`src/rtl/vm_pkg.sv`:
```
// Shared vending-machine definitions: coin codes, denomination values,
// code/value mapping and the payout FSM state encoding.
package vm_pkg;

  typedef enum logic [1:0] {
    ST_IDLE   = 2'd0,
    ST_SELECT = 2'd1,
    ST_ISSUE  = 2'd2,
    ST_FINISH = 2'd3
  } state_t;

  localparam logic [2:0] CODE_NONE = 3'd0;
  localparam logic [2:0] CODE_1    = 3'd1;
  localparam logic [2:0] CODE_2    = 3'd2;
  localparam logic [2:0] CODE_5    = 3'd3;
  localparam logic [2:0] CODE_10   = 3'd4;

  localparam logic [7:0] VAL_1  = 8'd1;
  localparam logic [7:0] VAL_2  = 8'd2;
  localparam logic [7:0] VAL_5  = 8'd5;
  localparam logic [7:0] VAL_10 = 8'd10;

  // Observability bundle: FSM state plus the four inventory counters.
  typedef struct packed {
    state_t     state;
    logic [7:0] n10;
    logic [7:0] n5;
    logic [7:0] n2;
    logic [7:0] n1;
  } dbg_t;

  function automatic logic [7:0] code_to_value(input logic [2:0] code);
    case (code)
      CODE_1:  return VAL_1;
      CODE_2:  return VAL_2;
      CODE_5:  return VAL_5;
      CODE_10: return VAL_10;
      default: return 8'd0;
    endcase
  endfunction

  function automatic logic [2:0] value_to_code(input logic [7:0] value);
    case (value)
      VAL_1:   return CODE_1;
      VAL_2:   return CODE_2;
      VAL_5:   return CODE_5;
      VAL_10:  return CODE_10;
      default: return CODE_NONE;
    endcase
  endfunction

endpackage

```
`src/rtl/change_dispenser_if.sv`:
```
// Bus between the money path / coin hopper (master) and the change dispenser
// (slave).
//
// Handshakes: req is a single-cycle-or-longer start strobe, sampled only while
// the dispenser is idle (busy=0), with amount latched in that same cycle.
// coin_valid/coin_ack is a valid/ready pair: coin_code is held stable while
// coin_valid is high, and the coin is transferred on the rising clock edge at
// which both coin_valid and coin_ack are high. coin_ack without coin_valid has
// no effect. done is a one-cycle pulse after the last coin (or an abort).
interface change_dispenser_if;
  import vm_pkg::*;

  logic       req;
  logic [7:0] amount;
  logic       refill;
  logic       coin_ack;
  logic       coin_valid;
  logic [2:0] coin_code;
  logic       busy;
  logic       done;
  logic [7:0] paid;
  logic       short_err;
  logic       jam_err;
  dbg_t       dbg;

  modport master (
    output req, amount, refill, coin_ack,
    input  coin_valid, coin_code, busy, done, paid, short_err, jam_err, dbg
  );

  modport slave (
    input  req, amount, refill, coin_ack,
    output coin_valid, coin_code, busy, done, paid, short_err, jam_err, dbg
  );

endinterface

```
`src/rtl/coin_selector.sv`:
```
// Greedy coin picker: largest denomination not exceeding the remaining amount
// for which inventory is left. Purely combinational.
module coin_selector
  import vm_pkg::*;
(
  input  logic [7:0] remaining,
  input  logic [7:0] n10,
  input  logic [7:0] n5,
  input  logic [7:0] n2,
  input  logic [7:0] n1,
  output logic       found,
  output logic [2:0] code,
  output logic [7:0] value
);

  // Priority walk from the largest denomination down.
  always_comb begin
    found = 1'b0;
    value = 8'd0;
    if (remaining >= VAL_10 && n10 != 8'd0) begin
      found = 1'b1;
      value = VAL_10;
    end else if (remaining >= VAL_5 && n5 != 8'd0) begin
      found = 1'b1;
      value = VAL_5;
    end else if (remaining >= VAL_2 && n2 != 8'd0) begin
      found = 1'b1;
      value = VAL_2;
    end else if (remaining >= VAL_1 && n1 != 8'd0) begin
      found = 1'b1;
      value = VAL_1;
    end
    code = value_to_code(value);
  end

endmodule

```
`src/rtl/change_dispenser.sv`:
```
// Change payout engine: breaks an amount into 10/5/2/1 coins from inventory
// and hands them to the hopper one at a time, with shortfall and jam reporting.
module change_dispenser
  import vm_pkg::*;
#(
  parameter logic [7:0] INIT_N10    = 8'd8,
  parameter logic [7:0] INIT_N5     = 8'd8,
  parameter logic [7:0] INIT_N2     = 8'd8,
  parameter logic [7:0] INIT_N1     = 8'd8,
  parameter logic [7:0] ACK_TIMEOUT = 8'd16
) (
  input logic               clk,
  input logic               reset,
  change_dispenser_if.slave bus
);

  state_t     state, state_next;
  logic [7:0] remaining_q, paid_q;
  logic [7:0] n10_q, n5_q, n2_q, n1_q;
  logic [2:0] code_q;
  logic [7:0] coin_val_q;
  logic [7:0] tmo_q;
  logic [7:0] tmo_inc;
  logic       short_q, jam_q;
  logic       sel_found;
  logic [2:0] sel_code;
  logic [7:0] sel_value;

  assign tmo_inc = tmo_q + 8'd1;

  coin_selector u_sel (
    .remaining (remaining_q),
    .n10       (n10_q),
    .n5        (n5_q),
    .n2        (n2_q),
    .n1        (n1_q),
    .found     (sel_found),
    .code      (sel_code),
    .value     (sel_value)
  );

  // State register.
  always_ff @(posedge clk) begin
    if (reset) state <= ST_IDLE;
    else       state <= state_next;
  end

  // Next-state decode.
  always_comb begin
    state_next = state;
    case (state)
      ST_IDLE:   if (bus.req) state_next = ST_SELECT;
      ST_SELECT: begin
        if (remaining_q == 8'd0 || !sel_found) state_next = ST_FINISH;
        else                                   state_next = ST_ISSUE;
      end
      ST_ISSUE: begin
        if (bus.coin_ack)                state_next = ST_SELECT;
        else if (tmo_inc == ACK_TIMEOUT) state_next = ST_FINISH;
      end
      ST_FINISH: state_next = ST_IDLE;
      default:   state_next = ST_IDLE;
    endcase
  end

  // Datapath: amount tracking, inventory, timeout and sticky error flags.
  always_ff @(posedge clk) begin
    if (reset) begin
      remaining_q <= 8'd0;
      paid_q      <= 8'd0;
      short_q     <= 1'b0;
      jam_q       <= 1'b0;
      code_q      <= CODE_NONE;
      coin_val_q  <= 8'd0;
      tmo_q       <= 8'd0;
      n10_q       <= INIT_N10;
      n5_q        <= INIT_N5;
      n2_q        <= INIT_N2;
      n1_q        <= INIT_N1;
    end else begin
      case (state)
        ST_IDLE: begin
          if (bus.req) begin
            remaining_q <= bus.amount;
            paid_q      <= 8'd0;
            short_q     <= 1'b0;
            jam_q       <= 1'b0;
          end else if (bus.refill) begin
            n10_q <= INIT_N10;
            n5_q  <= INIT_N5;
            n2_q  <= INIT_N2;
            n1_q  <= INIT_N1;
          end
        end
        ST_SELECT: begin
          if (remaining_q != 8'd0) begin
            if (sel_found) begin
              code_q     <= sel_code;
              coin_val_q <= sel_value;
              tmo_q      <= 8'd0;
            end else begin
              short_q <= 1'b1;
            end
          end
        end
        ST_ISSUE: begin
          if (bus.coin_ack) begin
            // Guarded by the selector, so neither subtraction can wrap.
            remaining_q <= remaining_q - coin_val_q;
            paid_q      <= paid_q + coin_val_q;
            case (code_q)
              CODE_10: n10_q <= n10_q - 8'd1;
              CODE_5:  n5_q  <= n5_q - 8'd1;
              CODE_2:  n2_q  <= n2_q - 8'd1;
              CODE_1:  n1_q  <= n1_q - 8'd1;
              default: ;
            endcase
          end else begin
            tmo_q <= tmo_inc;
            if (tmo_inc == ACK_TIMEOUT) jam_q <= 1'b1;
          end
        end
        default: ;
      endcase
    end
  end

  // Moore outputs decoded from registered state only.
  always_comb begin
    bus.coin_valid = (state == ST_ISSUE);
    bus.coin_code  = (state == ST_ISSUE) ? code_q : CODE_NONE;
    bus.done       = (state == ST_FINISH);
    bus.busy       = (state != ST_IDLE);
    bus.paid       = paid_q;
    bus.short_err  = short_q;
    bus.jam_err    = jam_q;
    bus.dbg        = '{state: state, n10: n10_q, n5: n5_q, n2: n2_q, n1: n1_q};
  end

endmodule
```
`src/flat_wrapper.sv`:
```
// flat-port wrapper written by rule: the top's interface ports become plain ports
module change_dispenser_flat import vm_pkg::*;
#(
  parameter logic [7:0] INIT_N10    = 8'd8,
  parameter logic [7:0] INIT_N5     = 8'd8,
  parameter logic [7:0] INIT_N2     = 8'd8,
  parameter logic [7:0] INIT_N1     = 8'd8,
  parameter logic [7:0] ACK_TIMEOUT = 8'd16
)
  (clk, reset, bus_req, bus_amount, bus_refill, bus_coin_ack, bus_coin_valid, bus_coin_code, bus_busy, bus_done, bus_paid, bus_short_err, bus_jam_err, bus_dbg);
  change_dispenser_if bus_i ();
  input logic clk;
  input logic reset;
  input wire logic [$bits(bus_i.req)-1:0] bus_req;
  input wire logic [$bits(bus_i.amount)-1:0] bus_amount;
  input wire logic [$bits(bus_i.refill)-1:0] bus_refill;
  input wire logic [$bits(bus_i.coin_ack)-1:0] bus_coin_ack;
  output wire logic [$bits(bus_i.coin_valid)-1:0] bus_coin_valid;
  output wire logic [$bits(bus_i.coin_code)-1:0] bus_coin_code;
  output wire logic [$bits(bus_i.busy)-1:0] bus_busy;
  output wire logic [$bits(bus_i.done)-1:0] bus_done;
  output wire logic [$bits(bus_i.paid)-1:0] bus_paid;
  output wire logic [$bits(bus_i.short_err)-1:0] bus_short_err;
  output wire logic [$bits(bus_i.jam_err)-1:0] bus_jam_err;
  output wire logic [$bits(bus_i.dbg)-1:0] bus_dbg;
  assign bus_i.req = bus_req;
  assign bus_i.amount = bus_amount;
  assign bus_i.refill = bus_refill;
  assign bus_i.coin_ack = bus_coin_ack;
  assign bus_coin_valid = bus_i.coin_valid;
  assign bus_coin_code = bus_i.coin_code;
  assign bus_busy = bus_i.busy;
  assign bus_done = bus_i.done;
  assign bus_paid = bus_i.paid;
  assign bus_short_err = bus_i.short_err;
  assign bus_jam_err = bus_i.jam_err;
  assign bus_dbg = bus_i.dbg;
  change_dispenser #(.INIT_N10(INIT_N10), .INIT_N5(INIT_N5), .INIT_N2(INIT_N2), .INIT_N1(INIT_N1), .ACK_TIMEOUT(ACK_TIMEOUT)) u_core (.clk(clk), .reset(reset), .bus(bus_i));
endmodule
```
`config.mk`:
```
export PLATFORM = sky130hd
export DESIGN_NAME = change_dispenser_flat
export DESIGN_NICKNAME = d
export VERILOG_FILES = /design/src/rtl/vm_pkg.sv /design/src/rtl/change_dispenser_if.sv /design/src/rtl/coin_selector.sv /design/src/rtl/change_dispenser.sv /design/src/flat_wrapper.sv
export SDC_FILE = /design/constraint.sdc
export NUM_CORES = 1
export LEC_CHECK = 0
export ABC_AREA = 1
export CELL_PAD_IN_SITES_DETAIL_PLACEMENT = 1
export CELL_PAD_IN_SITES_GLOBAL_PLACEMENT = 2
export CORE_ASPECT_RATIO = 2
export CORE_UTILIZATION = 30
export CTS_CLUSTER_DIAMETER = 50
export DETAILED_ROUTE_END_ITERATION = 7
export PLACE_DENSITY = 0.83
export SYNTH_ARGS = -nofsm -noshare
export SYNTH_HDL_FRONTEND = slang
export SYNTH_SLANG_ARGS = --single-unit
```
`constraint.sdc`:
```
create_clock -name clk -period 3.46 [get_ports clk]
set_clock_uncertainty 0.2 [all_clocks]
set_input_delay 0.865 -clock clk [delete_from_list [all_inputs] [get_ports clk]]
set_output_delay 0.865 -clock clk [all_outputs]
set_load 0.005 [all_outputs]
```
==> reports/metrics.csv <==
metric;value;unit
crit_family;buffers and inverters;
num_rows;56;
antenna_found_initial;0;
syn_inst;523;
worstHoldPathType;reg2reg;
ioPinCount;63;
path_class;reg2out;
grt_usage;20.0;%
ant_nets;0;
grt_max_degree;27;
relSlewSlack;59.8;%
worstSetupStartpointType;register;
yosys_most_used_dff;dfxtp_1;
synth-seq-cells;67;
dieArea;12400;um^2
cts_sinks;67;
setup_tns;0;ns
drive_gt1_share;6.02;%
leakagePower;0.00200;uW
chipHeight;156;um
yosys.area.top_type_share;37.6;%
fmax;0.340;GHz
ys_types;36;
period_minus_slack;2.94;ns
hold_buffers;0;
clk_latency;0.33;ns
post-place-ws;0.466;ns
clk_path_buf_depth;2;
synthTopCellsByCount;nand2_1 (106), nor2_1 (76), inv_1 (69);
required;2.39;ns
h-tree-depth;3;
synth_nets;552;
grt-ovfl-total;0;
cp-end-kind;primary output;
grt_pass1_wl;18.8;mm
yosysSeqAreaShare;37.6;%
vias;3650;
cts_tree;built;
rsz0062_at_grt;false;
drv_slew;0;
drt-pass1-iter-count;4;
synth.most_common_cell;nand2_1;
portBuffers;62;
setup_slack;0.516;ns
cp.depth;5;
cts_buffers;9;
cts_setup_buffers;0;
path_buf_inv;3;
clk_pin_slew;0.05;ns
fp.dieW;79.1;um
cpMaxStageDelayCell;clkdlybuf4s50_1;
synth_edf_count;0;
worst-path-max-fanout;10;
cts_resized;0;
async_flop_share;0;%
routed_via_density;4.91;
start_util;30.7;%
syn2layout_area_growth;31.1;%
diodes;0;
ys_warn_count;0;
drt_iter0_drc;108;
syn_area;3570;um^2
layoutNonFillerInstCount;743;
place.gp.congestion;0.801;
yosys-top-cells-area;dfxtp_1 (38%), nand2_1 (11%), a21oi_1 (8.1%), nor2_1 (8.0%), inv_1 (7.3%);
syn_avg_cell_area;6.83;um^2
cts_root_buffer;clkbuf_16;
outcome;completed;
slowest_delay;0.51;ns
final.period_utilization;85.1;%
r2r_cells;7;
core;11600;um^2
vdd_drop_max;281;uV
fin_nets;622;
hold_violations;0;
finalSetupViolations;0;
path_cells;inv_1 > nor2_4 > inv_2 > nor2_1 > clkdlybuf4s50_1;
wirelength;11.1;mm
wire_per_inst;14.9;um
hpwlAfterDp;8.71;mm
drcViolationCount;0;
maxCapViolations;0;
power_density;567;nW/um^2
min_path_cells;2;
worstMarginPinSlew;0.603;ns
grt_pass1_vias;3983;
arrival;1.88;ns
synth_top_area_cell;dfxtp_1;
place_inst;727;
[report_power, final]
part	internal, uW	switching [uW]
sequential	849	78.5
combinational	301	473
clock	618	334
[layer usage]
metal	global-route usage, %	part of all wire (%)
met5	0	0
met4	10.6	3.2
met3	2.74	2.1
met2	40.7	60
met1	17.9	35
[layout by cell type, fill, tap and decap left out, types with 2 or more instances in the layout]
| cell | instances |
|---|---|
| a21oi_1 | 58 |
| a2bb2oi_1 | 2 |
| a31o_2 | 2 |
| a31oi_1 | 4 |
| buf_4 | 4 |
| clkbuf_1 | 3 |
| clkbuf_16 | 9 |
| clkbuf_8 | 3 |
| clkdlybuf4s50_1 | 62 |
| dfxtp_1 | 67 |
| fa_1 | 2 |
| ha_1 | 14 |
| inv_1 | 69 |
| inv_2 | 4 |
| nand2_1 | 106 |
| nand2_2 | 2 |
| nand3_1 | 33 |
| nand4_1 | 4 |
| nor2_1 | 76 |
| nor2_2 | 3 |
| nor2_4 | 2 |
| nor3_1 | 6 |
| nor3b_1 | 2 |
| o21ai_0 | 32 |
| o31ai_1 | 3 |
| or2_2 | 3 |
| xor2_1 | 10 |
[worst reg2reg max path: stages (launching register included)]
cell	delay, ns
dfxtp_1	0.38
inv_1	0.10
nor2_4	0.23
nand2_4	0.16
nand2_1	0.37
clkinv_1	0.36
o21ai_0	0.24
a21oi_1	0.09
[path summary, 6_finish.rpt]
check	start	endpoint	slack, ns
setup / recovery	u_core.state[1]	bus_coin_code[1]	0.52
hold / removal	u_core.bus.jam_err	u_core.bus.jam_err	0.25
setup reg to reg	u_core.state[1]	u_core.remaining_q[6]	1.20
hold reg to reg	u_core.bus.jam_err	u_core.bus.jam_err	0.25
[cell families (layout without fill, tap and decap cells)]
kind of cell / Yosys count / in the layout / share of synthesized area, %
xor gates and xnor gates: 11 / 11 / 2.70
and+or+nand+nor: 241 / 241 / 28.6
buffers and inverters: 81 / 156 / 8.59
AOI/OAI and AO/OA: 107 / 107 / 16.5
DFF: 67 / 67 / 37.6
adders and majority gates: 16 / 16 / 6.03
[cell type report]
| cell class | count | area [um^2] |
|---|---|---|
| fill | 1540 | 6950 |
| multi-input combinational | 375 | 1920 |
| sequential | 67 | 1340 |
| timing repair buffer | 66 | 651 |
| clock buffer | 15 | 278 |
| inverter | 74 | 278 |
| tap | 145 | 181 |
| clock inverter | 1 | 30.0 |
[flip-flops by register name, indices dropped and copies added, names as in the netlist]
signal,cells
u_core.bus.jam_err,1
u_core.bus.paid,8
u_core.bus.short_err,1
u_core.code_q,3
u_core.coin_val_q,4
u_core.n10_q,8
u_core.n1_q,8
u_core.n2_q,8
u_core.n5_q,8
u_core.remaining_q,8
u_core.state,2
u_core.tmo_q,8
[metrics by stage]
step           total power (uW)  hold slack (ns)  util (%)  area (um^2)
2_1_floorplan              1410            0.241         -         3570
3_3_place_gp               1700            0.245      37.6         4370
3_5_place_dp               1720            0.248      37.6         4370
4_1_cts                    2690            0.255      40.2         4680
5_1_grt                    2830            0.276      40.2         4680
6_report                   2650            0.250      40.2         4680
Note: power is estimated with default switching activity, not from simulation.
